$ cat src/rtl/xv_pkg.sv
// Shared definitions for the SPI-to-Xosera bus bridge: command-byte layout,
// bridge FSM states and bus request record.
package xv;

    localparam int SPI_CMD_CS      = 7;
    localparam int SPI_CMD_WR      = 6;
    localparam int SPI_CMD_RS      = 5;
    localparam int SPI_CMD_BS      = 4;
    localparam int SPI_CMD_REG_LSB = 0;

    localparam logic [7:0] SPI_IDLE_BYTE_DEFAULT = 8'hCB;

    typedef enum logic [1:0] {
        SPI_CMD,
        SPI_PAYLOAD,
        SPI_BUS
    } spi_bridge_st_t;

    // Command byte fields kept after the command strobe; RS acts immediately
    // and BS seeds the running byte-select, so neither is stored here.
    typedef struct packed {
        logic       cs;
        logic       wr;
        logic [3:0] reg_num;
    } spi_cmd_t;

    typedef struct packed {
        logic       rd_nwr;
        logic       bytesel;
        logic [3:0] reg_num;
        logic [7:0] data;
    } spi_bus_req_t;

    localparam spi_bus_req_t SPI_BUS_REQ_RESET = '{
        rd_nwr:  1'b1,
        bytesel: 1'b0,
        reg_num: 4'h0,
        data:    8'h00
    };

    function automatic spi_cmd_t spi_decode_cmd(input logic [7:0] cmd_byte);
        spi_cmd_t c;
        c.cs      = cmd_byte[SPI_CMD_CS];
        c.wr      = cmd_byte[SPI_CMD_WR];
        c.reg_num = cmd_byte[SPI_CMD_REG_LSB +: 4];
        return c;
    endfunction

endpackage

$ cat src/rtl/spi_bus_bridge.sv
// Turns SPI packets (command byte + payload bytes) into fixed-length Xosera
// register-bus cycles. Define SPI_BRIDGE_BURST_EN for multi-byte packets.
module spi_bus_bridge
    import xv::*;
#(
    parameter int         HOLD_CYCLES = 2,
    parameter logic [7:0] IDLE_BYTE   = SPI_IDLE_BYTE_DEFAULT
) (
    input  logic       clk,
    input  logic       reset_n_i,
    input  logic       select_i,
    input  logic       receive_strobe_i,
    input  logic [7:0] receive_byte_i,
    output logic [7:0] transmit_byte_o,
    output logic       bus_cs_n_o,
    output logic       bus_rd_nwr_o,
    output logic       bus_bytesel_o,
    output logic [3:0] bus_reg_num_o,
    output logic [7:0] bus_data_o,
    input  logic [7:0] bus_data_i,
    output logic       soft_reset_o,
    output logic       busy_o,
    output logic       overrun_o
);

`ifdef SPI_BRIDGE_BURST_EN
    localparam bit BURST_EN = 1'b1;
`else
    localparam bit BURST_EN = 1'b0;
`endif

    // Handshake: receive_strobe_i is a one-cycle valid with no ready. A byte
    // that cannot be taken at once waits in a single pending slot; a byte
    // arriving while that slot is full is lost and raises overrun_o.

    spi_bridge_st_t state, state_next;

    spi_cmd_t     cmd_q;
    logic         bytesel_q;
    logic [3:0]   hold_cnt;
    logic         pend_valid;
    logic [7:0]   pend_byte;
    logic         rd_valid;
    logic [7:0]   rd_data_q;
    logic         drop_q;
    spi_bus_req_t bus_q;
    logic         soft_reset_q;
    logic         overrun_q;

    logic         take;
    logic [7:0]   in_byte;
    logic         last_cycle;

    // A pending byte is always older than a live strobe, so it goes first.
    assign in_byte    = pend_valid ? pend_byte : receive_byte_i;
    assign take       = select_i && (state != SPI_BUS) && (pend_valid || receive_strobe_i);
    assign last_cycle = (state == SPI_BUS) && (hold_cnt == 4'd1);

    always_comb begin
        state_next = state;
        case (state)
            SPI_CMD: begin
                if (!select_i) begin
                    state_next = SPI_CMD;
                end else if (take) begin
                    state_next = SPI_PAYLOAD;
                end
            end
            SPI_PAYLOAD: begin
                if (!select_i) begin
                    state_next = SPI_CMD;
                end else if (take) begin
                    if (cmd_q.cs) begin
                        state_next = SPI_BUS;
                    end else begin
                        state_next = BURST_EN ? SPI_PAYLOAD : SPI_CMD;
                    end
                end
            end
            SPI_BUS: begin
                // A deselect seen anywhere in the window ends the packet.
                if (last_cycle) begin
                    state_next = (BURST_EN && select_i && !drop_q) ? SPI_PAYLOAD : SPI_CMD;
                end
            end
            default: state_next = SPI_CMD;
        endcase
    end

    always_ff @(posedge clk) begin
        if (!reset_n_i) begin
            state        <= SPI_CMD;
            cmd_q        <= '0;
            bytesel_q    <= 1'b0;
            hold_cnt     <= '0;
            pend_valid   <= 1'b0;
            pend_byte    <= '0;
            rd_valid     <= 1'b0;
            rd_data_q    <= '0;
            drop_q       <= 1'b0;
            bus_q        <= SPI_BUS_REQ_RESET;
            soft_reset_q <= 1'b0;
            overrun_q    <= 1'b0;
        end else begin
            state        <= state_next;
            soft_reset_q <= take && (state == SPI_CMD) && in_byte[SPI_CMD_RS];

            if (take && (state == SPI_CMD)) begin
                cmd_q     <= spi_decode_cmd(in_byte);
                bytesel_q <= in_byte[SPI_CMD_BS];
            end

            if (take && (state == SPI_PAYLOAD)) begin
                rd_valid <= 1'b0;
                if (cmd_q.cs) begin
                    hold_cnt <= 4'(HOLD_CYCLES);
                    bus_q    <= '{
                        rd_nwr:  ~cmd_q.wr,
                        bytesel: bytesel_q,
                        reg_num: cmd_q.reg_num,
                        data:    in_byte
                    };
                end else begin
                    bus_q.data <= in_byte;
                end
            end

            if (state == SPI_BUS) begin
                hold_cnt <= hold_cnt - 4'd1;
                if (!select_i) begin
                    drop_q <= 1'b1;
                end
                if (last_cycle) begin
                    rd_data_q <= bus_data_i;
                    rd_valid  <= bus_q.rd_nwr;
                    bytesel_q <= ~bytesel_q;
                    drop_q    <= 1'b0;
                end
            end

            if (!select_i) begin
                pend_valid <= 1'b0;
            end else if (state == SPI_BUS) begin
                if (receive_strobe_i) begin
                    if (pend_valid) begin
                        overrun_q <= 1'b1;
                    end else begin
                        pend_valid <= 1'b1;
                        pend_byte  <= receive_byte_i;
                    end
                end
            end else if (pend_valid) begin
                // The slot drains this cycle; a live strobe takes its place.
                if (receive_strobe_i) begin
                    pend_byte <= receive_byte_i;
                end else begin
                    pend_valid <= 1'b0;
                end
            end
        end
    end

    assign bus_cs_n_o      = (state != SPI_BUS);
    assign busy_o          = (state == SPI_BUS);
    assign bus_rd_nwr_o    = bus_q.rd_nwr;
    assign bus_bytesel_o   = bus_q.bytesel;
    assign bus_reg_num_o   = bus_q.reg_num;
    assign bus_data_o      = bus_q.data;
    assign transmit_byte_o = rd_valid ? rd_data_q : IDLE_BYTE;
    assign soft_reset_o    = soft_reset_q;
    assign overrun_o       = overrun_q;

endmodule
$ cat config.mk
export PLATFORM = sky130hd
export DESIGN_NAME = spi_bus_bridge
export DESIGN_NICKNAME = d
export VERILOG_FILES = /design/src/rtl/xv_pkg.sv /design/src/rtl/spi_bus_bridge.sv
export SDC_FILE = /design/constraint.sdc
export NUM_CORES = 1
export LEC_CHECK = 0
export ABC_CLOCK_PERIOD_IN_PS = 3650
export CAP_MARGIN = 20
export CORE_UTILIZATION = 53
export CTS_CLUSTER_DIAMETER = 50
export CTS_CLUSTER_SIZE = 14
export DETAILED_ROUTE_END_ITERATION = 8
export GPL_ROUTABILITY_DRIVEN = 0
export MAX_ROUTING_LAYER = met4
export PLACE_DENSITY = 0.91
export SLEW_MARGIN = 20
export SYNTH_ARGS = -nofsm -noshare
export SYNTH_HDL_FRONTEND = slang
export SYNTH_SLANG_ARGS = --single-unit
$ cat constraint.sdc
create_clock -name clk -period 3.65 [get_ports clk]
set_clock_uncertainty 0.2 [all_clocks]
set_input_delay 0.73 -clock clk [delete_from_list [all_inputs] [get_ports clk]]
set_output_delay 0.73 -clock clk [all_outputs]
set_load 0.01 [all_outputs]
* Yosys cells after proc, flatten, opt, wreduce, memory -nomap -nowiden
Cells that the tools add are included.
** Operators by class
- Bitwise gates (word level) :: 2
- $mul :: 0
- Mux-type cells :: 26
- Magnitude comparators :: 0
- Reductions and logical operators :: 18
- Shift-type cells :: 0
- Equality and inequality tests :: 9
- Div/mod/pow operators :: 0
- $add $sub $neg :: 1
** Operators with widths (number)
- $mux W8 :: 6
- $mux W2 :: 6
- $mux W4 :: 3
- $mux W1 :: 10
- $reduce_and A2 Y1 :: 4
- $reduce_and A4 Y1 :: 2
- $logic_and A1 B1 Y1 :: 6
- $ne A2 B2 Y1 const B :: 3
- $ne A3 B3 Y1 const B :: 2
- $pmux W2 S3 :: 1
- $reduce_bool A2 Y1 :: 3
- $eq A4 B1 Y1 const B :: 1
- $sub A4 B1 Y4 const B :: 1
- $reduce_and A3 Y1 :: 1
- $eq A2 B1 Y1 const B :: 1
- $eq A2 B2 Y1 const B :: 1
- $logic_not A2 Y1 :: 1
- $ne A2 B1 Y1 const B :: 1
- $not A1 Y1 :: 2
- $logic_or A1 B1 Y1 :: 1
** Word-level totals
- Latch bits :: 0
- Memories kept :: 0
- Register bits after elaboration :: 47
- Bits in writable memories :: 0
- Word-level logic and storage cells :: 72
- Output and inout bits :: 26
- Bits of input ports :: 20
- Bits in read-only memories :: 0

* Depth between registers and ports, before layout
- Depth after elaboration :: 7
- Mapped depth :: 7
- Depth with buffers taken out :: 6

* Least setup slack after synthesis
Ideal clock, no wire load.
- Path kind :: input port to flip-flop
- From :: in receive_strobe_i
- To :: reg hold_cnt[0]
- Stages :: 4
- Buffers on the path :: 0
- Arrival :: 1552 ps
- Required time :: 3365 ps
- Setup time :: 85 ps
- Path slack :: 1813 ps
- Cells stage by stage :: nor2_2 -> nor3_4 -> or2_4 -> o31ai_2
** On the way
- Word-level cells in the longest chain between the ends :: 5
** Ends and longest elaborated chain
- start, declared :: line spi_bus_bridge.sv:12 : input logic receive_strobe_i,
- $logic_or A1 B1 Y1 :: line spi_bus_bridge.sv:56 : assign take = select_i && (state != SPI_BUS) && (pend_valid || receive_strobe_i);
- $logic_and A1 B1 Y1 :: line spi_bus_bridge.sv:56
- $logic_and A1 B1 Y1 :: line spi_bus_bridge.sv:113 : if (take && (state == SPI_PAYLOAD)) begin
- $reduce_bool A2 Y1 (no line)
- $reduce_and A2 Y1 (no line)
- end signal, assigned :: line spi_bus_bridge.sv:116 : hold_cnt <= 4'(HOLD_CYCLES);
- end signal, assigned :: line spi_bus_bridge.sv:129 : hold_cnt <= hold_cnt - 4'd1;
- end, declared :: line spi_bus_bridge.sv:40 : logic [3:0] hold_cnt;
No other way between the ends.
A chain may end at the register's enable or synchronous reset.

* Worst setup path in the final report
- From :: reg state[0]
- To :: out busy_o
** On the way
- Word-level cells in the longest chain between the ends :: 1
** Ends and longest elaborated chain
- start, declared :: line spi_bus_bridge.sv:36 : spi_bridge_st_t state, state_next;
- start signal, assigned :: line spi_bus_bridge.sv:105 : state <= state_next;
- $eq A2 B2 Y1 :: line spi_bus_bridge.sv:164 : assign busy_o = (state == SPI_BUS);
- end, declared :: line spi_bus_bridge.sv:22 : output logic busy_o,
No other way between the ends.

==> results.py <==
metrics = {
    "outcome": {
        "status": "complete, no violations",
    },
    "cells_and_area": {
        "diodes": 0,
        "multi_input_area_um2": 942,
        "drive_above_1_share_pct": 8.66,
        "regArea_um2": 941,
        "nets": 275,
        "nFillCells": 258,
        "final_cell_mix": "dfxtp_1, clkdlybuf4s50_1, nand2_1",
        "final_common_cell": "dfxtp_1",
        "area_growth_pct": 27.7,
    },
    "power_and_ir_drop": {
        "finalPower_mw": 0.901,
        "powerDensity_nw_per_um2": 359,
        "leakage_nw": 0.857,
        "peakVddDrop_v": 0.000344,
    },
    "routing": {
        "antenna_left": 0,
        "viasPerCell": 5.25,
        "drt_iter0_markers": 76,
        "wire_per_inst_um": 12.7,
        "routed_wl_um": 3810,
        "drt_first_pass_iters": 4,
        "drc_errors": 0,
        "via_count": 1575,
    },
    "timing": {
        "period_share_pct": 74.1,
        "hold_viol_final": 0,
        "fmax_ghz": 0.370,
        "tightestPinTransition_ps": 736,
        "finalMaxSlewViolations": 0,
        "period_minus_slack_ps": 2700,
        "maxSlewHeadroom_pct": 50.7,
        "setup_tns_ps": 0,
        "rsz0062_at_grt": "no",
        "setup_viol": 0,
    },
    "setup_path": {
        "worst-r2r-cell-count": 4,
        "rrSetupSlack_ps": 1500,
        "crit_path_end_kind": "output port",
        "crit_cells": 3,
        "path_max_fanout": 11,
        "worstReg2RegEnd": "cmd_q[4]$_SDFFE_PN0N_",
        "arrival_ps": 1770,
        "critPathMaxStageDelay_ps": 570,
        "endpoint": "busy_o",
        "cp-start-kind": "flip-flop",
        "slowest_stage": "clkdlybuf4s50_1",
        "timing.critical_path.cells": "nand2b_1 -> inv_2 -> clkdlybuf4s50_1",
        "crit_family": "buffers and inverters",
        "cp-startpoint": "state[0]$_SDFFE_PN0P_",
        "worstPathRequired_ps": 2720,
        "r2r-start": "pend_valid$_SDFFE_PN0N_",
        "crit_type": "reg2out",
        "path_buf_inv": 2,
    },
    "floorplan": {
        "dieArea_um2": 3960,
        "die_w_um": 62.9,
        "row_count": 21,
        "core-area_um2": 3440,
        "initial_utilization_pct": 57.1,
        "die_h_um": 62.9,
        "io_pins": 46,
    },
    "clocking": {
        "cts_tree": "yes",
        "clkSinkCount": 47,
        "post_cts.repair.setup_buffers": 0,
        "ctsLongestPathBuffers": 2,
        "htreeDepth": 2,
        "cts_resized": 0,
        "cts_root_buffer": "clkbuf_8",
        "clock_latency_ps": 300,
        "cts_hold_buf": 0,
        "clk_pin_slew_worst_paths_ps": 80,
        "numCtsBuffers": 5,
    },
    "synth": {
        "yosysTopAreaCellShare_pct": 47.9,
        "synth_area_leaders": "dfxtp_1, mux2i_1, nand2_1",
        "ys_seq_elements": 47,
        "yosys_most_used_dff": "dfxtp_1",
        "synth_cell_type_count": 38,
        "synth_edf_count": 0,
        "yosysTopAreaCell": "dfxtp_1",
        "synthesis.nets": 233,
        "syn_inst": 211,
        "synthesis.area_um2": 1970,
        "yosysWarnings": 0,
        "async_flop_share_pct": 0,
        "ys_seq_area_share_pct": 47.9,
        "synth.avg_cell_area_um2": 9.32,
    },
    "global_route": {
        "grt_usage_pct": 22.1,
        "grt_max_degree": 25,
        "overflow": 0,
        "grt_first_pass_wirelength_um": 6630,
        "grt_pass1_vias": 1461,
        "antenna_found_initial": 0,
    },
    "job": {
        "drv_cap": 0,
    },
    "worst_hold_path": {
        "hp-class": "reg2reg",
        "hold-path-cell-count": 2,
    },
    "place": {
        "portBuffers": 45,
        "dp.final_hpwl_um": 2750,
    },
}
==> sequential cells by signal, summed over array words and instances (netlist names), 2 cells and up <==
| name | cells |
|---|---|
| hold_cnt | 4 |
| state | 2 |
| bus_data_o | 8 |
| bus_reg_num_o | 4 |
| pend_byte | 8 |
| cmd_q | 6 |
| rd_data_q | 8 |
==> through the flow <==
stage,setup slack [ps],cell area [um^2],util [%],instances,hold slack (ps)
2_1_floorplan,1810,1970,-,211,227
3_3_place_gp,1020,2420,70.4,292,239
3_5_place_dp,1010,2420,70.4,292,244
4_1_cts,955,2510,72.9,300,256
5_1_grt,850,2510,72.9,300,273
6_report,945,2510,72.9,300,252
==> power by group <==
part	total, mW	leakage [nW]	switching [mW]	internal (mW)
registers	0.527	0.380	0.00573	0.521
logic	0.0710	0.436	0.0343	0.0366
clock network	0.304	0.0412	0.170	0.134
total	0.901	0.857	0.210	0.692
==> logic make-up (layout without fill, tap and decap cells) <==
group | Yosys count | in the layout | synth area share, %
AND/OR/NAND/NOR | 85 | 85 | 21.1
buffers and inverters | 17 | 60 | 4.20
flip-flops | 47 | 47 | 47.9
adder cells (fa/ha/maj) | 3 | 3 | 1.85
XOR/XNOR | 2 | 2 | 0.891
multiplexers | 23 | 23 | 11.8
AO/OA/AOI/OAI | 34 | 34 | 12.3
==> Yosys cell counts (4+ instances only) <==
cell	instances
nor2_1	23
clkbuf_1	5
mux2i_1	22
a211oi_1	14
buf_4	4
a21oi_1	12
nand2b_1	6
and2_1	4
nand2_1	35
dfxtp_1	47
==> layout make-up <==
| cell class | count | area share [%] |
|---|---|---|
| repair buffers | 47 | 18.5 |
| clock inverters | 2 | 0.499 |
| flip-flops and latches | 47 | 37.5 |
| multi-input cells | 147 | 37.5 |
| inverters | 5 | 0.748 |
| well taps | 46 | 2.29 |
| clock buffers | 6 | 2.89 |
==> per-layer routing <==
layer / track usage (%) / wire length, um / up-vias / part of all wire, %
met5: - / 0 / - / 0
met4: 7.85 / 50 / 0 / 1.3
met3: 5.84 / 197 / 6 / 5.2
met2: 36.8 / 1770 / 49 / 46
met1: 25.3 / 1790 / 721 / 47
li1: - / - / 799 / -
==> worst register-to-register path, cell delays in order (launching register included) <==
cell      delay [ps]
dfxtp_1          700
nor2_2           200
nor3_2           650
nor2_1            90
a211oi_1         240
==> how the worst min path moves through the flow <==
stage	start	endpoint	slack (ps)
5_1_grt	bytesel_q$_SDFF_PN0_	bytesel_q$_SDFF_PN0_	270
3_5_place_dp	rd_data_q[2]$_SDFFE_PN0P_	rd_data_q[2]$_SDFFE_PN0P_	240
2_1_floorplan	bytesel_q$_SDFF_PN0_	bytesel_q$_SDFF_PN0_	230
3_3_place_gp	rd_data_q[4]$_SDFFE_PN0P_	rd_data_q[4]$_SDFFE_PN0P_	240
6_report	rd_data_q[2]$_SDFFE_PN0P_	rd_data_q[2]$_SDFFE_PN0P_	250
4_1_cts	rd_data_q[2]$_SDFFE_PN0P_	rd_data_q[2]$_SDFFE_PN0P_	260
(Power assumes the default switching activity.)
